<file path="config.mk">
export PLATFORM = sky130hd
export DESIGN_NAME = usb_packet_arbiter
export DESIGN_NICKNAME = d
export VERILOG_FILES = /design/src/rtl/usb_packet_arbiter_pkg.sv /design/src/rtl/usb_packet_arbiter_pkt_fifo.sv /design/src/rtl/usb_packet_arbiter.sv
export SDC_FILE = /design/constraint.sdc
export NUM_CORES = 1
export LEC_CHECK = 0
export BUFFER_PORTS_ARGS = -buffer_cell sky130_fd_sc_hd__buf_2
export CAP_MARGIN = 20
export CORE_AREA = 2 2 145 147
export CTS_CLUSTER_SIZE = 24
export DETAILED_ROUTE_END_ITERATION = 6
export DIE_AREA = 0 0 147 149
export GPL_TIMING_DRIVEN = 1
export PLACE_DENSITY = 0.56
export SKIP_CTS_REPAIR_TIMING = 1
export SYNTH_ARGS = -nofsm -noshare
export SYNTH_HDL_FRONTEND = slang
export SYNTH_SLANG_ARGS = --single-unit
</file>
<file path="constraint.sdc">
create_clock -name mclk -period 6.8 [get_ports mclk]
set_input_delay 1.02 -clock mclk [delete_from_list [all_inputs] [get_ports mclk]]
set_output_delay 1.02 -clock mclk [all_outputs]
set_load 0.02 [all_outputs]
</file>
<file path="src/rtl/usb_packet_arbiter_pkg.sv">
// usb_packet_arbiter shared types: packet type codes, packet bundle, FSM states.
// Build option: define ARB_OVF_MARKER_EN to add the S_MARK overflow-marker state.
package usb_packet_arbiter_pkg;

    localparam int PKT_TYPE_W    = 2;
    localparam int PKT_PAYLOAD_W = 23;
    localparam int PKT_W         = PKT_TYPE_W + PKT_PAYLOAD_W;

    typedef enum logic [PKT_TYPE_W-1:0] {
        PKT_ADDR  = 2'b00,
        PKT_READ  = 2'b01,
        PKT_WRITE = 2'b10,
        PKT_TIME  = 2'b11
    } pkt_type_e;

    typedef struct packed {
        pkt_type_e                ptype;
        logic [PKT_PAYLOAD_W-1:0] payload;
    } pkt_t;

`ifdef ARB_OVF_MARKER_EN
    typedef enum logic [0:0] {
        S_IDLE = 1'b0,
        S_MARK = 1'b1
    } arb_state_e;
`else
    typedef enum logic [0:0] {
        S_IDLE = 1'b0
    } arb_state_e;
`endif

endpackage

</file>
<file path="src/rtl/usb_packet_arbiter_pkt_fifo.sv">
// pkt_fifo: synchronous first-word-fall-through FIFO for trace packets.
// Ports: mclk/reset (async, active-high), push/wdata, pop/rdata, full, empty, level.
module pkt_fifo
    import usb_packet_arbiter_pkg::*;
#(
    parameter int W  = PKT_W,
    parameter int AW = 2
) (
    input  logic         mclk,
    input  logic         reset,
    input  logic         push,
    input  logic         pop,
    input  logic [W-1:0] wdata,
    output logic [W-1:0] rdata,
    output logic         full,
    output logic         empty,
    output logic [AW:0]  level
);

    localparam int DEPTH = 1 << AW;

    logic [W-1:0]  mem_q [DEPTH];
    logic [W-1:0]  mem_d [DEPTH];
    logic [AW-1:0] wr_ptr_q;
    logic [AW-1:0] wr_ptr_d;
    logic [AW-1:0] rd_ptr_q;
    logic [AW-1:0] rd_ptr_d;
    logic [AW:0]   level_q;
    logic [AW:0]   level_d;
    logic          push_en;
    logic          pop_en;

    assign empty   = (level_q == '0);
    assign full    = (level_q == (AW+1)'(DEPTH));
    assign pop_en  = pop && !empty;
    // A full FIFO still accepts a push when an entry leaves in the same cycle.
    assign push_en = push && (!full || pop_en);
    assign rdata   = mem_q[rd_ptr_q];
    assign level   = level_q;

    always_comb begin
        mem_d    = mem_q;
        wr_ptr_d = wr_ptr_q;
        rd_ptr_d = rd_ptr_q;
        level_d  = level_q;
        if (push_en) begin
            mem_d[wr_ptr_q] = wdata;
            wr_ptr_d        = wr_ptr_q + 1'b1;
        end
        if (pop_en) begin
            rd_ptr_d = rd_ptr_q + 1'b1;
        end
        case ({push_en, pop_en})
            2'b10:   level_d = level_q + 1'b1;
            2'b01:   level_d = level_q - 1'b1;
            default: level_d = level_q;
        endcase
    end

    always_ff @(posedge mclk or posedge reset) begin
        if (reset) begin
            for (int i = 0; i < DEPTH; i++) begin
                mem_q[i] <= '0;
            end
            wr_ptr_q <= '0;
            rd_ptr_q <= '0;
            level_q  <= '0;
        end else begin
            mem_q    <= mem_d;
            wr_ptr_q <= wr_ptr_d;
            rd_ptr_q <= rd_ptr_d;
            level_q  <= level_d;
        end
    end

endmodule

</file>
<file path="src/rtl/usb_packet_arbiter.sv">
// usb_packet_arbiter: merges buffered trace packets and round-robin requesters
// onto one registered USB packet stream, with saturating trace drop counting.
// Ports: mclk, reset (async, active-high); trace_strobe/type/payload in;
// req_valid/type/payload in, req_ack out; out_ready in;
// packet_strobe/type/payload out; drop_count, trace_level out.
// Build option: ARB_OVF_MARKER_EN emits one OVF_MARKER packet after drops.
module usb_packet_arbiter
    import usb_packet_arbiter_pkg::*;
#(
    parameter int NREQ        = 2,
`ifdef ARB_OVF_MARKER_EN
    parameter logic [22:0] OVF_MARKER = 23'h7FFFFF,
`endif
    parameter int TDEPTH_LOG2 = 2
) (
    input  logic                 mclk,
    input  logic                 reset,
    input  logic                 trace_strobe,
    input  logic [1:0]           trace_type,
    input  logic [22:0]          trace_payload,
    input  logic [NREQ-1:0]      req_valid,
    input  logic [2*NREQ-1:0]    req_type,
    input  logic [23*NREQ-1:0]   req_payload,
    output logic [NREQ-1:0]      req_ack,
    input  logic                 out_ready,
    output logic                 packet_strobe,
    output logic [1:0]           packet_type,
    output logic [22:0]          packet_payload,
    output logic [15:0]          drop_count,
    output logic [TDEPTH_LOG2:0] trace_level
);

    localparam int RW = (NREQ > 1) ? $clog2(NREQ) : 1;

    arb_state_e      state_q;
    arb_state_e      state_d;
    logic [RW-1:0]   rr_ptr_q;
    logic [RW-1:0]   rr_ptr_d;
    logic            strobe_q;
    logic            strobe_d;
    pkt_t            pkt_q;
    pkt_t            pkt_d;
    logic [15:0]     drop_cnt_q;
    logic [15:0]     drop_cnt_d;

    pkt_t            fifo_wdata;
    pkt_t            fifo_rdata;
    logic            fifo_pop;
    logic            fifo_full;
    logic            fifo_empty;
    logic            drop;

    logic            gnt_found;
    logic [RW-1:0]   gnt_idx;
    logic [NREQ-1:0] ack_c;

`ifdef ARB_OVF_MARKER_EN
    logic            ovf_pending_q;
    logic            ovf_pending_d;
    logic            mark_done;
`endif

    assign fifo_wdata = '{ptype:   pkt_type_e'(trace_type),
                          payload: trace_payload};
    assign drop = trace_strobe && fifo_full && !fifo_pop;

    pkt_fifo #(
        .W  (PKT_W),
        .AW (TDEPTH_LOG2)
    ) u_trace_fifo (
        .mclk  (mclk),
        .reset (reset),
        .push  (trace_strobe),
        .pop   (fifo_pop),
        .wdata (fifo_wdata),
        .rdata (fifo_rdata),
        .full  (fifo_full),
        .empty (fifo_empty),
        .level (trace_level)
    );

    // First valid requester at or after rr_ptr, wrapping.
    always_comb begin
        gnt_found = 1'b0;
        gnt_idx   = '0;
        for (int k = 0; k < NREQ; k++) begin
            if (!gnt_found &&
                req_valid[(int'(rr_ptr_q) + k) % NREQ]) begin
                gnt_found = 1'b1;
                gnt_idx   = RW'((int'(rr_ptr_q) + k) % NREQ);
            end
        end
    end

    always_comb begin
        state_d  = state_q;
        rr_ptr_d = rr_ptr_q;
        strobe_d = 1'b0;
        pkt_d    = pkt_q;
        fifo_pop = 1'b0;
        ack_c    = '0;
`ifdef ARB_OVF_MARKER_EN
        mark_done = 1'b0;
`endif
        unique case (state_q)
            S_IDLE: begin
                if (out_ready && !fifo_empty) begin
                    fifo_pop = 1'b1;
                    pkt_d    = fifo_rdata;
                    strobe_d = 1'b1;
`ifdef ARB_OVF_MARKER_EN
                end else if (out_ready && ovf_pending_q) begin
                    state_d = S_MARK;
`endif
                // A trace strobe arriving now is owed the next slot,
                // so requesters wait until it has been drained.
                end else if (out_ready && !trace_strobe
                             && gnt_found) begin
                    ack_c[gnt_idx] = 1'b1;
                    pkt_d.ptype    = pkt_type_e'(
                        req_type[2*int'(gnt_idx) +: 2]);
                    pkt_d.payload  =
                        req_payload[23*int'(gnt_idx) +: 23];
                    strobe_d       = 1'b1;
                    rr_ptr_d       =
                        RW'((int'(gnt_idx) + 1) % NREQ);
                end
            end
`ifdef ARB_OVF_MARKER_EN
            S_MARK: begin
                if (out_ready) begin
                    pkt_d.ptype   = PKT_ADDR;
                    pkt_d.payload = OVF_MARKER;
                    strobe_d      = 1'b1;
                    mark_done     = 1'b1;
                    state_d       = S_IDLE;
                end
            end
`endif
            default: state_d = S_IDLE;
        endcase
    end

    always_comb begin
        drop_cnt_d = drop_cnt_q;
        if (drop && (drop_cnt_q != 16'hFFFF)) begin
            drop_cnt_d = drop_cnt_q + 16'd1;
        end
    end

`ifdef ARB_OVF_MARKER_EN
    // A drop in the marker cycle re-arms the flag for another marker.
    always_comb begin
        ovf_pending_d = ovf_pending_q;
        if (mark_done) begin
            ovf_pending_d = 1'b0;
        end
        if (drop) begin
            ovf_pending_d = 1'b1;
        end
    end

    always_ff @(posedge mclk or posedge reset) begin
        if (reset) begin
            ovf_pending_q <= 1'b0;
        end else begin
            ovf_pending_q <= ovf_pending_d;
        end
    end
`endif

    always_ff @(posedge mclk or posedge reset) begin
        if (reset) begin
            state_q    <= S_IDLE;
            rr_ptr_q   <= '0;
            strobe_q   <= 1'b0;
            pkt_q      <= '0;
            drop_cnt_q <= '0;
        end else begin
            state_q    <= state_d;
            rr_ptr_q   <= rr_ptr_d;
            strobe_q   <= strobe_d;
            pkt_q      <= pkt_d;
            drop_cnt_q <= drop_cnt_d;
        end
    end

    // Ack is combinational; hold it low while reset is asserted.
    assign req_ack        = ack_c & {NREQ{~reset}};
    assign packet_strobe  = strobe_q;
    assign packet_type    = pkt_q.ptype;
    assign packet_payload = pkt_q.payload;
    assign drop_count     = drop_cnt_q;

endmodule
</file>
# Word-level counts from Yosys, hierarchy flattened

Index checks and enable logic that the tools add are counted.

Flip-flop bits (word level): 150
Latch bits: 0
RAM bits: 0
Bits in read-only memories: 0
Input port bits: 81
Output and inout port bits: 47
Memories: 0

$add $sub $neg: 7
$mul: 1
Div/mod/pow operators: 0
$lt $le $gt $ge: 7
Equal/unequal tests: 4
Shifts and indexed selects: 2
Muxes and demuxes: 25
Bitwise logic cells: 6
Reductions and logical operators: 21

Operators by type and width:

| operator                                                             | count |
|---|---|
| 25-bit two-way mux                                                   | 5 |
| 100-bit bitwise mux                                                  | 1 |
| 25-bit binary-select mux with 2-bit select                           | 1 |
| 25-bit demux with 2-bit select                                       | 1 |
| 46-bit by 7-bit variable part select with 23-bit output              | 1 |
| 16-bit by 1-bit adder with 16-bit output, second input constant      | 1 |
| 16-bit inequality test, second input constant                        | 1 |
| 1-bit two-way mux                                                    | 13 |
| 1-bit logical AND                                                    | 11 |
| 3-bit greater-or-equal comparator, second input constant             | 2 |
| 5-bit by 1-bit multiplier with 6-bit output, first input constant    | 1 |
| 2-bit inverter with 3-bit output                                     | 2 |
| 3-bit one-hot mux with 2 select lines                                | 1 |
| 1-bit logical NOT                                                    | 5 |
| 2-bit by 1-bit adder with 2-bit output, second input constant        | 2 |
| 1-bit by 2-bit < comparator with 1-bit output, second input constant | 2 |
| 2-bit two-way mux                                                    | 2 |
| 2-bit nonzero test                                                   | 2 |
| 4-bit by 3-bit variable part select with 2-bit output                | 1 |
| 3-bit by 1-bit adder with 3-bit output, second input constant        | 1 |
| 3-bit == test, second input constant                                 | 1 |
| 3-bit logical NOT                                                    | 1 |
| 2-bit by 3-bit < comparator with 1-bit output, second input constant | 1 |
| 3-bit by 1-bit < comparator with 1-bit output, second input constant | 1 |
| other kinds (11)                                                     | 13 |

# Longest topological paths before layout

Depth after elaboration: 14
Gate-level depth with buffers: 10

# Hierarchy

A second synthesis with hierarchy kept.

Cells, all modules: 545
Area total of the unflattened synthesis: 7140.6 µm²

By module, submodules not included:

| module             | instances | cells an instance | area each (µm²) |
|---|---|---|---|
| pkt_fifo           | 1         | 281               | 4760.8 |
| usb_packet_arbiter | 1         | 264               | 2379.8 |

# Least setup slack after synthesis

No wires, ideal clock.

Path type: input to output
From: in req_valid[0]
To: out req_ack[0]
Data arrival time: 2.242 ns
Data required time: 5.780 ns
Path slack: 3.538 ns
Cell stages on the path: 5
Cells stage by stage: inv_1 -> o21ai_0 -> buf_2 -> buf_2 -> nor3b_1

Cells in the longest elaborated chain, start to end: 13
Elaborated cells between the ends (all ways): 20

RTL lines:

| what                                                                                                                     | RTL line                  | RTL |
|---|---|---|
| start, declared                                                                                                          | usb_packet_arbiter.sv:21  | `input logic [NREQ-1:0] req_valid,` |
| 1-bit two-way mux (implied by the code) (2 in series)                                                                    | usb_packet_arbiter.sv:88  | `req_valid[(int'(rr_ptr_q) + k) % NREQ]) begin` |
| 1-bit two-way mux                                                                                                        | usb_packet_arbiter.sv:87  | `if (!gnt_found &&` |
| 1-bit logical NOT                                                                                                        | usb_packet_arbiter.sv:87  |  |
| 1-bit logical AND                                                                                                        | usb_packet_arbiter.sv:87  |  |
| 1-bit two-way mux                                                                                                        | usb_packet_arbiter.sv:87  |  |
| 1-bit by 2-bit < comparator with 1-bit output (implied by the code) or 1-bit greater-or-equal comparator (tied branches) | usb_packet_arbiter.sv:119 | `ack_c[gnt_idx] = 1'b1;` |
| 1-bit logical AND (implied by the code)                                                                                  | usb_packet_arbiter.sv:119 |  |
| 1-bit two-way mux (implied by the code)                                                                                  | usb_packet_arbiter.sv:119 |  |
| 1-bit demux with 1-bit select                                                                                            | usb_packet_arbiter.sv:119 |  |
| 2-bit two-way mux *                                                                                                      | usb_packet_arbiter.sv:117 | `end else if (out_ready && !trace_strobe` |
| 2-bit two-way mux *                                                                                                      | usb_packet_arbiter.sv:107 | `if (out_ready && !fifo_empty) begin` |
| 2-bit AND *                                                                                                              | usb_packet_arbiter.sv:189 | `assign req_ack = ack_c & {NREQ{~reset}};` |
| end, declared                                                                                                            | usb_packet_arbiter.sv:24  | `output logic [NREQ-1:0] req_ack,` |

Every way passes the cells marked *; elsewhere a longest branch is shown, timed or not. The select of a mux whose other input is x is not followed.

# Worst setup path in the final report

Same ends and word-level chain as after synthesis.

==> impl_metrics.ini <==
[timing]
rsz0062_at_grt = false
skew_ns = 0.00922
setup_viol = 0
fin_crit_ns = 3.19
tns_ns = 0
fmax_ghz = 0.313
worst_pin_slew_ns = 0.952
slew_viol_final = 0
finalHoldViolCount = 0
fin_hold_ws_ns = 0.496
slew_headroom_pct = 36.3
finalCritPeriodShare_pct = 46.9

[setup_path]
r2r_slack_ns = 4.38
ff2ff_path_depth = 7
slowest_stage = buf_4
crit_top_cell = buf_2
startpoint_type = input pin
cp_data_arrival_time_ns = 2.17
crit_type = in2out
critical_path.cell_chain = buf_2 > inv_1 > o21ai_4 > buf_4 > nor3b_1 > buf_2
required_ns = 5.78
slowest_delay_ns = 0.46
reg2reg_from = u_trace_fifo.level[0]
setup.worst_path.end_class = output pin
r2r_end = u_trace_fifo.level[2]
path_max_fanout = 28

[clocking]
cts_tree = done
path_clk_slew_ns = 0.07
cts_sinks = 150
htree_num_levels = 4
clockBufferDepth = 2
clock-root-buffer = clkbuf_16
clock_latency_ns = 0.42
cts_buffers = 17

[yosys]
syn-cell-area_sq_mm = 0.00701
async_flop_share_pct = 100
yosys.area.top_type = dfrtp_1
synth.top_cell.area_share_pct = 53.5
synth.avg_cell_area_sq_um = 14.7
ys_seq_area_share_pct = 53.5
synth_enable_flop_cells = 0
netlist_instances = 477
synth.most_common_cell = dfrtp_1
synth_warnings = 0
synth_cell_types = 40
synthTopCellsByCount = dfrtp_1 (150), mux2_2 (98), mux2i_1 (27), o21ai_0 (27)
yosys_register_bits = 150
synthFlopType = dfrtp_1
synth_nets = 565
ys_top_cells_by_area = dfrtp_1 (54%), mux2_2 (16%), mux4_2 (8.0%), mux2i_1 (3.9%), a22oi_1 (2.7%)

[routing]
wirelength_um = 16300
via_per_inst = 4.96
drt_iter0_drc = 164
drc = 0
wl_met2_um = 8420
wl_per_cell_um = 18.4
routed.top_layer = met4
wl_met1_um = 6990
ant_nets = 0
vias = 4412
wl_met3_um = 641
drt_pass1_iterations = 4

[floorplan]
fp.dieW_um = 147
rows = 53
die-height_um = 149
start_util_pct = 34.1
core_area_sq_mm = 0.0206
num_io_pins = 128
die_area_sq_mm = 0.0219

[finish]
final_nets = 688
syn2layout_area_growth_pct = 20.0
register_area_sq_mm = 0.00376
multi_input_area_sq_mm = 0.00303
drive_above_1_share_pct = 49.8
utilization_pct = 40.9
fillerInstances = 1966

[global_route]
grt.total_usage_pct = 15.6
antenna_found_initial = 2
grt_pass1_wl_um = 26100
grt_remaining_overflow = 0
grt_max_degree = 87
grt_pass1_vias = 4709

[placed_design]
place_congestion = 0.725
io_buffers = 127
dpl.hpwl_um = 10400

[run]
max-cap-violations = 0

[hold_path]
min_from = drop_count[15]
whs_path_depth = 1
hold_class = reg2reg
min_to = drop_count[15]

[pwr]
p_leak_nw = 3.91
vdd_drop_max_uv = 204
power.density_mw_per_mm2 = 457
totalPowerFinal_w = 0.00385

[run_status]
status = completed
==> critical path: cells and delay by family <==
family	cells	cell delay, ns
compound gates	1	0.12
simple gates	1	0.23
buf+inv	4	0.79
==> logic make-up after synthesis <==
family          after synthesis  share of synthesized area [%]
simple gates                 44                           4.76
compound gates               62                           5.76
mux                         154                           28.5
xor+xnor                     20                           2.50
flops                       150                           53.5
buf+inv                      40                           3.64
fa+ha+maj                     7                           1.36
==> registers in the layout, indices dropped and copies added (netlist names) <==
name,count
packet_type,2
u_trace_fifo.level,3
packet_strobe,1
packet_payload,23
rr_ptr_q,1
u_trace_fifo.rd_ptr_q,2
drop_count,16
u_trace_fifo.mem_q,100
u_trace_fifo.wr_ptr_q,2
==> how the worst max path moves through the flow <==
stage / from / to / cells past startpoint
2_1_floorplan: reset / drop_count[0] / 1
3_3_place_gp: req_valid[0] / req_ack[0] / 6
3_5_place_dp: req_valid[0] / req_ack[0] / 6
6_report: req_valid[0] / req_ack[0] / 6
5_1_grt: req_valid[0] / req_ack[0] / 6
4_1_cts: req_valid[0] / req_ack[0] / 6
==> cells in the final DEF (no fill, tap or decap), types with 6 or more instances in the layout <==
cell type / n
xor2_1: 15
o21ai_0: 26
nand2_1: 8
clkbuf_16: 17
buf_2: 127
mux2i_1: 27
inv_6: 6
inv_1: 13
ha_1: 6
mux4_2: 25
a22oi_1: 25
mux2_2: 98
dfrtp_1: 148
==> report_power, final <==
part | total [W] | switching (W) | internal [W] | leakage [nW]
Combinational | 0.00132 | 0.000568 | 0.000752 | 1.82
Clock | 0.000922 | 0.000407 | 0.000515 | 0.274
Sequential | 0.00161 | 0.000305 | 0.00130 | 1.81
Total | 0.00385 | 0.00128 | 0.00257 | 3.91
==> stage by stage <==
stage               std cells  worst slack (ns)  area (sq um)
finish                    890              3.61          8420
global route              890              3.52          8420
CTS                       888              3.56          8410
detailed placement        856              3.57          7840
global placement          856              3.58          7840
floorplan                 477              1.74          7010
==> final cells by class <==
cell class | count | area share, %
clock inverters | 14 | 1.66
well taps | 275 | 4.09
inverters | 14 | 0.684
flip-flops and latches | 150 | 44.6
multi-input cells | 287 | 36.0
repair buffers | 130 | 7.82
diodes | 2 | 0.0595
clock buffers | 18 | 5.10
==> layer usage <==
| metal | GRT usage, % | up-vias |
|---|---|---|
| met5 | 0 | - |
| met4 | 5.14 | 0 |
| met3 | 3.94 | 18 |
| met2 | 26.8 | 98 |
| met1 | 19.3 | 2274 |
| li1 | - | 2022 |
No activity file was read; power rests on OpenSTA's default activity.
